--- config.mk ---
export PLATFORM = sky130hd
export DESIGN_NAME = gcd_feeder_flat
export DESIGN_NICKNAME = d
export VERILOG_FILES = /design/src/rtl/gcd_feeder_if.sv /design/src/rtl/gcd_feeder.sv /design/src/flat_wrapper.sv
export SDC_FILE = /design/constraint.sdc
export NUM_CORES = 1
export LEC_CHECK = 0
export CAP_MARGIN = 5
export CORE_ASPECT_RATIO = 0.6
export CORE_UTILIZATION = 55
export CTS_CLUSTER_DIAMETER = 30
export DETAILED_ROUTE_END_ITERATION = 10
export GPL_ROUTABILITY_DRIVEN = 0
export PLACE_DENSITY = 0.82
export SLEW_MARGIN = 20
export SYNTH_ARGS = -nofsm -noshare
export SYNTH_HDL_FRONTEND = slang
export SYNTH_SLANG_ARGS = --single-unit
--- constraint.sdc ---
create_clock -name clk -period 4.45 [get_ports clk]
set_clock_uncertainty 0.15 [all_clocks]
set_input_delay 0.89 -clock clk [delete_from_list [all_inputs] [get_ports clk]]
set_output_delay 0.89 -clock clk [all_outputs]
set_load 0.03 [all_outputs]
--- src/rtl/gcd_feeder_if.sv ---
// Handshake bundle between the GCD feeder, its operand producer, the GCD engine
// and the result consumer. The feeder uses the slave view.
`timescale 1ns/1ps
interface gcd_feeder_if;
  logic        in_valid;
  logic        in_ready;
  logic [31:0] in_a;
  logic [31:0] in_b;
  logic        gcd_start;
  logic [31:0] gcd_a;
  logic [31:0] gcd_b;
  logic        gcd_ready;
  logic        gcd_done;
  logic [31:0] gcd_result;
  logic        out_valid;
  logic        out_ready;
  logic [31:0] out_a;
  logic [31:0] out_b;
  logic [31:0] out_gcd;
  logic        out_err;
  logic        busy;

  modport slave (
    input  in_valid, in_a, in_b, gcd_ready, gcd_done, gcd_result, out_ready,
    output in_ready, gcd_start, gcd_a, gcd_b, out_valid, out_a, out_b, out_gcd,
           out_err, busy
  );

  modport master (
    output in_valid, in_a, in_b, gcd_ready, gcd_done, gcd_result, out_ready,
    input  in_ready, gcd_start, gcd_a, gcd_b, out_valid, out_a, out_b, out_gcd,
           out_err, busy
  );
endinterface

--- src/rtl/gcd_feeder.sv ---
// Operand FIFO feeding an external GCD engine one job at a time; rejects
// all-zero or negative pairs without engaging the engine.
`timescale 1ns/1ps
module gcd_feeder #(
    parameter int unsigned DEPTH = 4
) (
    input  logic         clk,
    input  logic         reset,
    gcd_feeder_if.slave  bus
);
    localparam int unsigned AW = $clog2(DEPTH);

    typedef enum logic [1:0] {IDLE, ISSUE, WAIT, HOLD} state_t;

    state_t      state_q, state_d;
    logic [31:0] fa_q [DEPTH];
    logic [31:0] fb_q [DEPTH];
    logic [AW:0] wr_q, rd_q;
    logic [31:0] a_q, a_d, b_q, b_d, res_q, res_d;
    logic        err_q, err_d;
    logic        full, empty, push, pop;
    logic        start, valid;
    logic [31:0] head_a, head_b;
    logic        reject;

    // Pointers carry one extra wrap bit so full and empty are distinguishable.
    assign empty  = (wr_q == rd_q);
    assign full   = (wr_q[AW] != rd_q[AW]) && (wr_q[AW-1:0] == rd_q[AW-1:0]);
    assign push   = bus.in_valid && !full;
    assign head_a = fa_q[rd_q[AW-1:0]];
    assign head_b = fb_q[rd_q[AW-1:0]];
    assign reject = ((head_a == '0) && (head_b == '0)) ||
                    ($signed(head_a) < 0) || ($signed(head_b) < 0);

    always_ff @(posedge clk or negedge reset) begin
        if (!reset) begin
            wr_q <= '0;
            rd_q <= '0;
            for (int unsigned i = 0; i < DEPTH; i++) begin
                fa_q[i] <= '0;
                fb_q[i] <= '0;
            end
        end else begin
            if (push) begin
                fa_q[wr_q[AW-1:0]] <= bus.in_a;
                fb_q[wr_q[AW-1:0]] <= bus.in_b;
                wr_q <= wr_q + 1'b1;
            end
            if (pop) begin
                rd_q <= rd_q + 1'b1;
            end
        end
    end

    always_ff @(posedge clk or negedge reset) begin
        if (!reset) begin
            state_q <= IDLE;
            a_q     <= '0;
            b_q     <= '0;
            res_q   <= '0;
            err_q   <= 1'b0;
        end else begin
            state_q <= state_d;
            a_q     <= a_d;
            b_q     <= b_d;
            res_q   <= res_d;
            err_q   <= err_d;
        end
    end

    always_comb begin
        state_d = state_q;
        a_d     = a_q;
        b_d     = b_q;
        res_d   = res_q;
        err_d   = err_q;
        pop     = 1'b0;
        start   = 1'b0;
        valid   = 1'b0;
        unique case (state_q)
            IDLE: begin
                if (!empty) begin
                    pop = 1'b1;
                    a_d = head_a;
                    b_d = head_b;
                    if (reject) begin
                        err_d   = 1'b1;
                        res_d   = '0;
                        state_d = HOLD;
                    end else begin
                        state_d = ISSUE;
                    end
                end
            end
            ISSUE: begin
                start = bus.gcd_ready;
                if (bus.gcd_ready) state_d = WAIT;
            end
            WAIT: begin
                if (bus.gcd_done) begin
                    res_d   = bus.gcd_result;
                    err_d   = 1'b0;
                    state_d = HOLD;
                end
            end
            HOLD: begin
                valid = 1'b1;
                if (bus.out_ready) state_d = IDLE;
            end
            default: state_d = IDLE;
        endcase
    end

    assign bus.in_ready  = !full;
    assign bus.gcd_start = start;
    assign bus.gcd_a     = a_q;
    assign bus.gcd_b     = b_q;
    assign bus.out_valid = valid;
    assign bus.out_a     = a_q;
    assign bus.out_b     = b_q;
    assign bus.out_gcd   = res_q;
    assign bus.out_err   = err_q;
    assign bus.busy      = (state_q != IDLE) || !empty;
endmodule

--- src/flat_wrapper.sv ---
// flat-port wrapper written by rule: the top's interface ports become plain ports
module gcd_feeder_flat 
#(
    parameter int unsigned DEPTH = 4
)
  (clk, reset, bus_in_valid, bus_in_a, bus_in_b, bus_gcd_ready, bus_gcd_done, bus_gcd_result, bus_out_ready, bus_in_ready, bus_gcd_start, bus_gcd_a, bus_gcd_b, bus_out_valid, bus_out_a, bus_out_b, bus_out_gcd, bus_out_err, bus_busy);
  gcd_feeder_if bus_i ();
  input  logic clk;
  input  logic reset;
  input wire logic [$bits(bus_i.in_valid)-1:0] bus_in_valid;
  input wire logic [$bits(bus_i.in_a)-1:0] bus_in_a;
  input wire logic [$bits(bus_i.in_b)-1:0] bus_in_b;
  input wire logic [$bits(bus_i.gcd_ready)-1:0] bus_gcd_ready;
  input wire logic [$bits(bus_i.gcd_done)-1:0] bus_gcd_done;
  input wire logic [$bits(bus_i.gcd_result)-1:0] bus_gcd_result;
  input wire logic [$bits(bus_i.out_ready)-1:0] bus_out_ready;
  output wire logic [$bits(bus_i.in_ready)-1:0] bus_in_ready;
  output wire logic [$bits(bus_i.gcd_start)-1:0] bus_gcd_start;
  output wire logic [$bits(bus_i.gcd_a)-1:0] bus_gcd_a;
  output wire logic [$bits(bus_i.gcd_b)-1:0] bus_gcd_b;
  output wire logic [$bits(bus_i.out_valid)-1:0] bus_out_valid;
  output wire logic [$bits(bus_i.out_a)-1:0] bus_out_a;
  output wire logic [$bits(bus_i.out_b)-1:0] bus_out_b;
  output wire logic [$bits(bus_i.out_gcd)-1:0] bus_out_gcd;
  output wire logic [$bits(bus_i.out_err)-1:0] bus_out_err;
  output wire logic [$bits(bus_i.busy)-1:0] bus_busy;
  assign bus_i.in_valid = bus_in_valid;
  assign bus_i.in_a = bus_in_a;
  assign bus_i.in_b = bus_in_b;
  assign bus_i.gcd_ready = bus_gcd_ready;
  assign bus_i.gcd_done = bus_gcd_done;
  assign bus_i.gcd_result = bus_gcd_result;
  assign bus_i.out_ready = bus_out_ready;
  assign bus_in_ready = bus_i.in_ready;
  assign bus_gcd_start = bus_i.gcd_start;
  assign bus_gcd_a = bus_i.gcd_a;
  assign bus_gcd_b = bus_i.gcd_b;
  assign bus_out_valid = bus_i.out_valid;
  assign bus_out_a = bus_i.out_a;
  assign bus_out_b = bus_i.out_b;
  assign bus_out_gcd = bus_i.out_gcd;
  assign bus_out_err = bus_i.out_err;
  assign bus_busy = bus_i.busy;
  gcd_feeder #(.DEPTH(DEPTH)) u_core (.clk(clk), .reset(reset), .bus(bus_i));
endmodule
==> summary.md <==
| Metric | Value |
|---|---|
| Worst R2R Setup Slack | `490 ps` |
| Slew @ Worst Pin | `865 ps` |
| Ys async rst share | `100%` |
| Core Region | `27800 um^2` |
| Num CTS Buffers | `45` |
| Failing checks | `design-rule violations` |
| DRT iter0 DRCs | `740` |
| Drc violations | `44` |
| Max Clock Freq | `253 MHz` |
| CTS HTree Levels | `2` |
| Initial antenna violation count | `2` |
| Count of pins over their slew limit | `0` |
| CP cell instances | `buf_12, mux4_2, nor4_1, buf_4, nand4_1, nor4_4, o221ai_2, buf_4, a22o_1` |
| Crit. End Element | `flop` |
| Rows | `47` |
| Mapped Cells | `971` |
| Tcrit/Tclk final | `89.0%` |
| Post-CTS sizing | `0` |
| CP startpoint kind | `flop` |
| Die width | `220 um` |
| Largest family of logic cells by synthesized area | `multiplexers` |
| Post-Route WL | `38200 um` |
| Most frequent cells in the layout | `359 x dfrtp_1, 281 x mux2_1, 265 x clkdlybuf4s50_1` |
| # Max-Cap Violations | `0` |
| DR pass1 iterations | `8` |
| Worst hold slack | `248 ps` |
| Mean Syn Cell Area | `16.1 um^2` |
| Worst Setup Path Type | `flop to flop` |
| Share of layout cells above drive strength 1 | `17.9%` |
| CTS root buf | `clkbuf_16` |
| Design area | `19900 um^2` |
| CTS tree | `built` |
| Max-slew headroom | `42.3%` |
| Endpoints failing setup | `0` |
| Vias | `9284` |
| Syn nets | `1083` |
| Final Hold Fails | `0` |
| Worst-path clk slew | `60 ps` |
| Setup TNS Final | `0 ps` |
| Peak VDD IR | `0.515 mV` |
| Final Net Count | `1299` |
| Power Total | `18.0 mW` |
| Critical Path Max Stage Delay | `600 ps` |
| Antenna Cells | `0` |
| Crit-path max FO | `38` |
| Worst EP required | `4720 ps` |
| Fin crit period | `3960 ps` |
| Post-synth EDFFs | `0` |
| Routed wire per std cell | `24.0 um` |
| P&R area growth vs syn | `27.4%` |
| Io pins | `267` |
| IO buf count | `266` |
| Antenna Nets Post-Route | `0` |
| XOR/XNOR Fraction of Synth Area | `0.392%` |
| Worst-case clock buffer depth | `3` |
| Placed cell area | `18400 um^2` |
| Synthesis warning total | `0` |
| Unrepaired setup endpoints after global routing | `no` |
| Synth top area share | `57.8%` |
| Slowest CP cell | `dfrtp_4` |
| Vias in the first global route | `9949` |
| CP most frequent cell | `buf_4` |
| GRT Overall Usage | `27.4%` |
| Initial Util | `56.4%` |
| Commonest non-fill, non-tap cell in the layout | `dfrtp_1` |
| Mux share of post-synthesis cell area | `32.3%` |
| Main area contributors after synthesis | `dfrtp_1 58%, mux2_1 20%, mux4_2 9.2%` |
| Via density | `5.84` |
| Post-synthesis simple-gate area fraction | `1.53%` |
| Yosys reg bits | `361` |
| Total gr overflow | `0` |
| Largest area contributor in the netlist | `dfrtp_1` |
| Post-CTS Setup Bufs | `0` |
| Largest net degree at the start of global routing | `110` |
| Worst hold path class | `input pin to async pin` |
| Cell area after synthesis | `15600 um^2` |
| # clock sinks | `361` |
| Post-synthesis compound-gate area fraction | `2.38%` |
| Post-DP HPWL | `25700 um` |
| Post-route core utilization | `71.8%` |
| Post-synth top flop | `dfrtp_1` |
| Adder-Cell Fraction of Synth Area | `0.800%` |
| Clock Latency Late Sink | `560 ps` |
| Total die area | `29100 um^2` |
| Pwr Density | `902 nW/um^2` |
| Synth cell types | `35` |
| Register area share after synthesis | `57.8%` |
| Cell leakage power | `8.44 nW` |
| Die Y | `133 um` |
| Critical path arrival | `4230 ps` |
| First-pass GRT wire length | `60200 um` |
| Status | `finished with violations` |
| CTS Hold Buffers Added | `0` |
## layer usage
| metal | vias up | global-route usage (%) | wire [um] |
|---|---|---|---|
| met3 | 63 | 6.41 | 2700 |
| li1 | 4000 | - | - |
| met4 | 2 | 7.59 | 840 |
| met2 | 292 | 40.6 | 17200 |
| met5 | - | 0 | 12 |
| met1 | 4927 | 40.9 | 17400 |
## stage by stage
step,cells,setup slack [ps]
final,1591,490
after global routing,1591,350
after CTS,1591,461
after detailed placement,1507,507
after global placement,1507,615
after floorplan,971,1450
## cell type report
class	count	area, um^2
clock buffers	52	1240
clock inverters	32	328
fillers	1733	7830
inverters	6	22.5
multi-input cells	487	5890
flip-flops and latches	361	9040
well taps	367	459
repair buffers	286	2940
## worst max-delay path, delay by kind of cell (launching register included)
kind	cells	cell delay, ps
DFF	1	600
and+or+nand+nor	3	1160
buffers and inverters	3	830
muxes	1	570
AOI/OAI and AO/OA	2	450
## cells in the mapped netlist (2+ instances only)
library cell,number
a21oi_1,2
a22o_1,32
and2_1,3
buf_1,4
buf_2,29
buf_4,66
clkbuf_1,17
dfrtp_1,361
ha_1,10
inv_1,6
mux2_1,281
mux2_2,40
mux4_2,64
nand2_1,10
nand4_1,4
nor2_1,2
nor4_1,16
o21ai_1,2
xnor2_1,6
## path summary, 6_finish.rpt
| check | startpoint | to | cells after the start |
|---|---|---|---|
| worst max-delay path | u_core.rd_q[0] | u_core.bus.out_gcd[19] | 9 |
| worst min-delay path | reset | u_core.fa_q[57] | 1 |
| worst max register to register | u_core.rd_q[0] | u_core.bus.out_gcd[19] | 9 |
| worst min register to register | u_core.fa_q[63] | u_core.fa_q[63] | 1 |
| max in group asynchronous | reset | u_core.bus.out_gcd[20] | 2 |
| min in group clk | u_core.fa_q[63] | u_core.fa_q[63] | 1 |
## sequential cells by signal (all words and copies together) (netlist names)
register            cells
u_core.wr_q             3
u_core.bus.out_gcd     32
u_core.state_q          2
u_core.fb_q           128
u_core.bus.gcd_a       32
u_core.rd_q             3
u_core.bus.out_err      1
u_core.fa_q           128
u_core.bus.gcd_b       32
## cells by family (layout without fill, tap and decap cells)
family | count (synthesis) | count (layout)
AO/OA/AOI/OAI | 44 | 44
XOR/XNOR | 7 | 7
adder cells (fa/ha/maj) | 10 | 10
buffers and inverters | 123 | 376
flip-flops | 361 | 361
multiplexers | 385 | 385
AND/OR/NAND/NOR | 41 | 41
## report_power, final
part,internal (mW),leakage [nW],total [mW],switching (mW)
Clock,2.20,0.770,3.75,1.55
Sequential,4.98,4.33,6.22,1.24
Combinational,3.96,3.34,8.02,4.06
Total,11.1,8.44,18.0,6.85
Power figures use the tool's default switching activity.
